## config.mk

```make
export PLATFORM = sky130hd
export DESIGN_NAME = spike_event_fifo
export DESIGN_NICKNAME = d
export VERILOG_FILES = /design/src/rtl/spike_event_fifo_pkg.sv /design/src/rtl/spike_event_fifo_mem.sv /design/src/rtl/spike_event_fifo.sv
export SDC_FILE = /design/constraint.sdc
export NUM_CORES = 1
export LEC_CHECK = 0
export CAP_MARGIN = 30
export CORE_ASPECT_RATIO = 1.75
export CORE_MARGIN = 1
export CORE_UTILIZATION = 37
export CTS_CLUSTER_SIZE = 30
export DETAILED_ROUTE_END_ITERATION = 6
export SLEW_MARGIN = 20
export SYNTH_ARGS = -nofsm -noshare
export SYNTH_HDL_FRONTEND = slang
export SYNTH_SLANG_ARGS = --single-unit
```

## constraint.sdc

```tcl
create_clock -name clk -period 4.8 [get_ports clk]
set_clock_uncertainty 0.1 [all_clocks]
set_input_delay 0.72 -clock clk [delete_from_list [all_inputs] [get_ports clk]]
set_output_delay 0.72 -clock clk [all_outputs]
set_load 0.005 [all_outputs]
```

## src/rtl/spike_event_fifo_pkg.sv

```systemverilog
// Shared event format for the spike router -> event FIFO -> SPU path.
// Holds weight/tag widths, the fixed-point layout and the packed event type.
package spike_event_fifo_pkg;

    localparam int WEIGHT_W = 17;
    localparam int TAG_W    = 1;
    localparam int SIGN_BIT = 16;
    localparam int FRAC_W   = 16;
    localparam int EVENT_W  = WEIGHT_W + TAG_W;

    typedef struct packed {
        logic [WEIGHT_W-1:0] weight;
        logic [TAG_W-1:0]    src_tag;
    } spike_event_t;

    function automatic spike_event_t make_event(input logic [WEIGHT_W-1:0] weight,
                                                input logic [TAG_W-1:0]    src_tag);
        spike_event_t ev;
        ev.weight  = weight;
        ev.src_tag = src_tag;
        return ev;
    endfunction

    function automatic logic weight_is_negative(input logic [WEIGHT_W-1:0] weight);
        return weight[SIGN_BIT];
    endfunction

endpackage

```

## src/rtl/spike_event_fifo_mem.sv

```systemverilog
// Event storage for spike_event_fifo: DEPTH x DATA_W register array,
// one synchronous write port and one asynchronous read port (show-ahead head).
module spike_event_mem
    import spike_event_fifo_pkg::*;
#(
    parameter int DEPTH  = 8,
    parameter int ADDR_W = 3,
    parameter int DATA_W = EVENT_W
) (
    input  logic              clk,
    input  logic              we,
    input  logic [ADDR_W-1:0] waddr,
    input  logic [DATA_W-1:0] wdata,
    input  logic [ADDR_W-1:0] raddr,
    output logic [DATA_W-1:0] rdata
);

    // Contents are never reset: the top masks the head while empty.
    logic [DATA_W-1:0] entry_q [DEPTH];

    always_ff @(posedge clk) begin
        if (we) begin
            entry_q[waddr] <= wdata;
        end
    end

    assign rdata = entry_q[raddr];

endmodule

```

## src/rtl/spike_event_fifo.sv

```systemverilog
// Show-ahead synaptic event queue feeding synaptic_processing_unit2.
// Optional almost_full output is enabled by defining ALMOST_FULL_EN.
module spike_event_fifo #(
    parameter int DEPTH    = 8,
    parameter int ADDR_W   = 3,
    parameter int WEIGHT_W = spike_event_fifo_pkg::WEIGHT_W,
    parameter int TAG_W    = spike_event_fifo_pkg::TAG_W,
    parameter int AF_LEVEL = 6
) (
    input  logic                clk,
    input  logic                asyn_reset,
    input  logic                enq,
    input  logic [WEIGHT_W-1:0] weight_in,
    input  logic [TAG_W-1:0]    src_tag_in,
    input  logic                flush,
    input  logic                req_deq,
    output logic                fifo_empty,
    output logic [WEIGHT_W-1:0] weight_out,
    output logic [TAG_W-1:0]    src_tag_out,
    output logic                full,
`ifdef ALMOST_FULL_EN
    output logic                almost_full,
`endif
    output logic [ADDR_W:0]     count,
    output logic                overflow,
    output logic                underflow
);

    localparam int DATA_W = WEIGHT_W + TAG_W;
    localparam logic [ADDR_W:0] DEPTH_CNT = (ADDR_W + 1)'(DEPTH);

    generate
        if (DEPTH < 2 || (DEPTH & (DEPTH - 1)) != 0 || (1 << ADDR_W) != DEPTH) begin : g_bad_depth
            $error("spike_event_fifo: DEPTH must be a power of two >= 2 and equal 2**ADDR_W");
        end
        if (AF_LEVEL < 1 || AF_LEVEL > DEPTH) begin : g_bad_af_level
            $error("spike_event_fifo: AF_LEVEL must lie in 1..DEPTH");
        end
    endgenerate

    logic [ADDR_W-1:0] rd_ptr_q, rd_ptr_d;
    logic [ADDR_W-1:0] wr_ptr_q, wr_ptr_d;
    logic [ADDR_W:0]   count_q, count_d;
    logic              overflow_q, overflow_d;
    logic              underflow_q, underflow_d;

    logic              pop_ok;
    logic              push_ok;
    logic              wr_en;
    logic [DATA_W-1:0] wr_data;
    logic [DATA_W-1:0] rd_data;

    always_comb begin
        rd_ptr_d    = rd_ptr_q;
        wr_ptr_d    = wr_ptr_q;
        count_d     = count_q;
        overflow_d  = overflow_q;
        underflow_d = underflow_q;
        wr_en       = 1'b0;

        pop_ok  = req_deq && (count_q != '0);
        // A pop in the same edge frees the slot, so a full queue still accepts.
        push_ok = enq && ((count_q != DEPTH_CNT) || pop_ok);

        if (flush) begin
            rd_ptr_d = '0;
            wr_ptr_d = '0;
            count_d  = '0;
        end else begin
            if (pop_ok) begin
                rd_ptr_d = rd_ptr_q + ADDR_W'(1);
            end
            if (push_ok) begin
                wr_en    = 1'b1;
                wr_ptr_d = wr_ptr_q + ADDR_W'(1);
            end
            if (enq && !push_ok) begin
                overflow_d = 1'b1;
            end
            if (req_deq && !pop_ok) begin
                underflow_d = 1'b1;
            end
            case ({push_ok, pop_ok})
                2'b10:   count_d = count_q + (ADDR_W + 1)'(1);
                2'b01:   count_d = count_q - (ADDR_W + 1)'(1);
                default: count_d = count_q;
            endcase
        end
    end

    always_ff @(posedge clk or posedge asyn_reset) begin
        if (asyn_reset) begin
            rd_ptr_q    <= '0;
            wr_ptr_q    <= '0;
            count_q     <= '0;
            overflow_q  <= 1'b0;
            underflow_q <= 1'b0;
        end else begin
            rd_ptr_q    <= rd_ptr_d;
            wr_ptr_q    <= wr_ptr_d;
            count_q     <= count_d;
            overflow_q  <= overflow_d;
            underflow_q <= underflow_d;
        end
    end

    assign wr_data = {weight_in, src_tag_in};

    spike_event_mem #(
        .DEPTH  (DEPTH),
        .ADDR_W (ADDR_W),
        .DATA_W (DATA_W)
    ) u_mem (
        .clk   (clk),
        .we    (wr_en),
        .waddr (wr_ptr_q),
        .wdata (wr_data),
        .raddr (rd_ptr_q),
        .rdata (rd_data)
    );

    assign fifo_empty  = (count_q == '0);
    assign full        = (count_q == DEPTH_CNT);
    assign count       = count_q;
    assign overflow    = overflow_q;
    assign underflow   = underflow_q;
    // Stale storage must never leak onto the SPU inputs.
    assign weight_out  = fifo_empty ? '0 : rd_data[DATA_W-1:TAG_W];
    assign src_tag_out = fifo_empty ? '0 : rd_data[TAG_W-1:0];

`ifdef ALMOST_FULL_EN
    assign almost_full = (count_q >= (ADDR_W + 1)'(AF_LEVEL));
`endif

endmodule
```

==> impl_metrics.ini <==
[sta]
finalCritPeriodShare = 0.745
rsz0062_at_grt = false
setup_ws_ps = 1220
finalHoldViolCount = 0
slew_headroom = 0.443
finalMaxSlewViolations = 0
fmax_mhz = 280
final.min_clock_period_ps = 3580
tightest_slew_ps = 828
setup_viol = 0
fin_setup_tns_ps = 0

[clocking]
path_clk_slew_ps = 70
cts.sinks = 156
post_cts_resized = 0
clk_path_buf_depth = 2
cts_setup_buffers = 0
clk_latency_ps = 410
cts-htree-levels = 4
cts_buffers = 17
ctsRootBufferMaster = clkbuf_16
ctsHoldBuffers = 0
cts_tree = built

[synthesis]
yosysSeqAreaShare = 0.737
synth.top_cells.by_count = 144 x edfxtp_1, 36 x mux4_2, 36 x nor2_1
synth_top_area_share = 0.689
synth.distinct_cells = 37
synth_edf_count = 144
syn_area_per_cell_um2 = 19.7
synth_nets = 346
synthCells = 318
synth_ff_type = edfxtp_1
syn-cell-area_um2 = 6270
yosysMostFrequentCell = edfxtp_1
synthTopCellsByArea = edfxtp_1 69%, mux4_2 13%, dfrtp_1 4.8%
synth-async-reset-ratio = 0.0769
yosys_warnings = 0
synth_seq_cells = 156
synth_top_cell_by_area = edfxtp_1

[place]
hpwl_mm = 7.47
dpl_worst_slack_ps = 1560
routabilityCongestion = 0.718
io_buffers = 48

[setup_path]
cp.arrival_ps = 2760
cp.required_ps = 3980
worstSetupPathType = reg2out
crit_fanout = 21
r2r_slack_ps = 2240
start_kind = flip-flop
end_kind = output pin

[layout]
antenna_cells = 0
nets = 409
area_growth_pct = 21.9
fillers = 1414
drive_gt1_frac = 0.239
final_util = 0.463

[power_and_ir_drop]
p_sw_frac = 0.285
p_int_mw = 2.82
ir_drop_uv = 236
clkPwrFrac = 0.325
p_comb_frac = 0.263
pwr-share-seq = 0.413
p_leak_nw = 2.44
cellPowerDensity_nw_per_um2 = 516
switching_power_mw = 1.12

[floorplanning]
die_area_um2 = 17500
die_h_um = 174
io_pins = 49
start_util = 0.380
fp.dieW_um = 100
core_area_um2 = 16500
rows = 62

[grt]
met2_usage = 0.289
grt_antenna_before_repair = 0
track_usage = 0.156
grt_pass1_vias = 3469
gr-total-overflow = 0
met1_usage = 0.177
grt_max_degree = 22
grtUsageMet3 = 0.0302
grt_pass1_wl_mm = 19.6
grt_busiest_layer = met2

[drt]
dr.pass1.iters = 4
drcViolationCount = 0
avgRoutedWirePerCell_um = 20.3
postRouteAntennaNets = 0
drt_iter0_drc = 194
viasPerCell = 5.14
via_count = 3177
routed_wl_mm = 12.5

[job]
cap_violations = 0

[min_path]
hp-class = reg2reg

[status]
status = completed
-- placed cells by master (no fill, tap or decap), types with 4 or more instances in the layout --
| cell type | count |
|---|---|
| buf_4 | 12 |
| clkbuf_16 | 17 |
| clkdlybuf4s50_1 | 48 |
| dfrtp_1 | 11 |
| edfxtp_1 | 144 |
| ha_1 | 4 |
| inv_6 | 8 |
| mux2i_1 | 21 |
| mux4_2 | 36 |
| nand2_1 | 5 |
| nor2_1 | 34 |
| nor2b_1 | 4 |
| xor2_1 | 4 |
-- flip-flops by register name (all words and copies together), names as in the netlist --
register       flops
count              4
overflow           1
u_mem.entry_q    144
underflow          1
wr_ptr_q           3
rd_ptr_q           3
-- critical path: stages, from the launching register on --
cell,delay [ps]
dfrtp_2,770
buf_12,290
mux4_2,530
mux2i_1,230
nor2_1,70
clkdlybuf4s50_1,450
-- path summary, 6_finish.rpt --
kind                                  start       endpoint  depth (start not counted)
min in group asynchronous        asyn_reset       count[3]                          2
max in group asynchronous        asyn_reset    rd_ptr_q[0]                          2
worst min-delay path              underflow      underflow                          1
worst max-delay path            rd_ptr_q[0]  weight_out[6]                          5
worst max register to register     count[0]       count[3]                          8
worst min register to register    underflow      underflow                          1
-- per-layer routing --
metal / wire length [um] / up-vias
met4: 158 / 0
li1: - / 1400
met5: 0 / -
met2: 7050 / 74
met3: 430 / 11
met1: 4900 / 1692
-- power by group through the flow --
| stage | Sequential, mW | Clock, mW | Combinational, mW |
|---|---|---|---|
| 3_5_place_dp | 1.66 | 0 | 1.07 |
| 6_report | 1.63 | 1.28 | 1.04 |
| 4_1_cts | 1.63 | 1.30 | 1.07 |
| 3_3_place_gp | 1.66 | 0 | 1.05 |
| 2_1_floorplan | 1.60 | 0 | 0.655 |
| 5_1_grt | 1.64 | 1.35 | 1.14 |
-- through the flow --
step                      hold WS, ps  instance area, um^2  instances  total power, mW
after detailed placement          367                 7080        586             2.73
after floorplan                   366                 6270        318             2.26
final                             373                 7650        618             3.94
after global placement            352                 7080        586             2.71
after CTS                         382                 7650        618             4.01
after global routing              403                 7650        618             4.13
-- kinds of logic after synthesis --
family,count (synthesis),share of synthesized area
DFF,156,0.737
and+or+nand+nor,60,0.0435
muxes,57,0.163
buffers and inverters,19,0.0172
AOI/OAI and AO/OA,14,0.0185
xor gates and xnor gates,7,0.00977
adders and majority gates,5,0.0112
-- cell type report --
type	instances	area, um^2	share of cell area
flip-flops and latches	156	4630	0.605
clock inverters	15	143	0.0187
inverters	2	7.51	0.000982
well taps	224	280	0.0366
repair buffers	61	591	0.0772
clock buffers	17	425	0.0556
multi-input cells	143	1580	0.206
No activity file was read; power rests on OpenSTA's default activity.
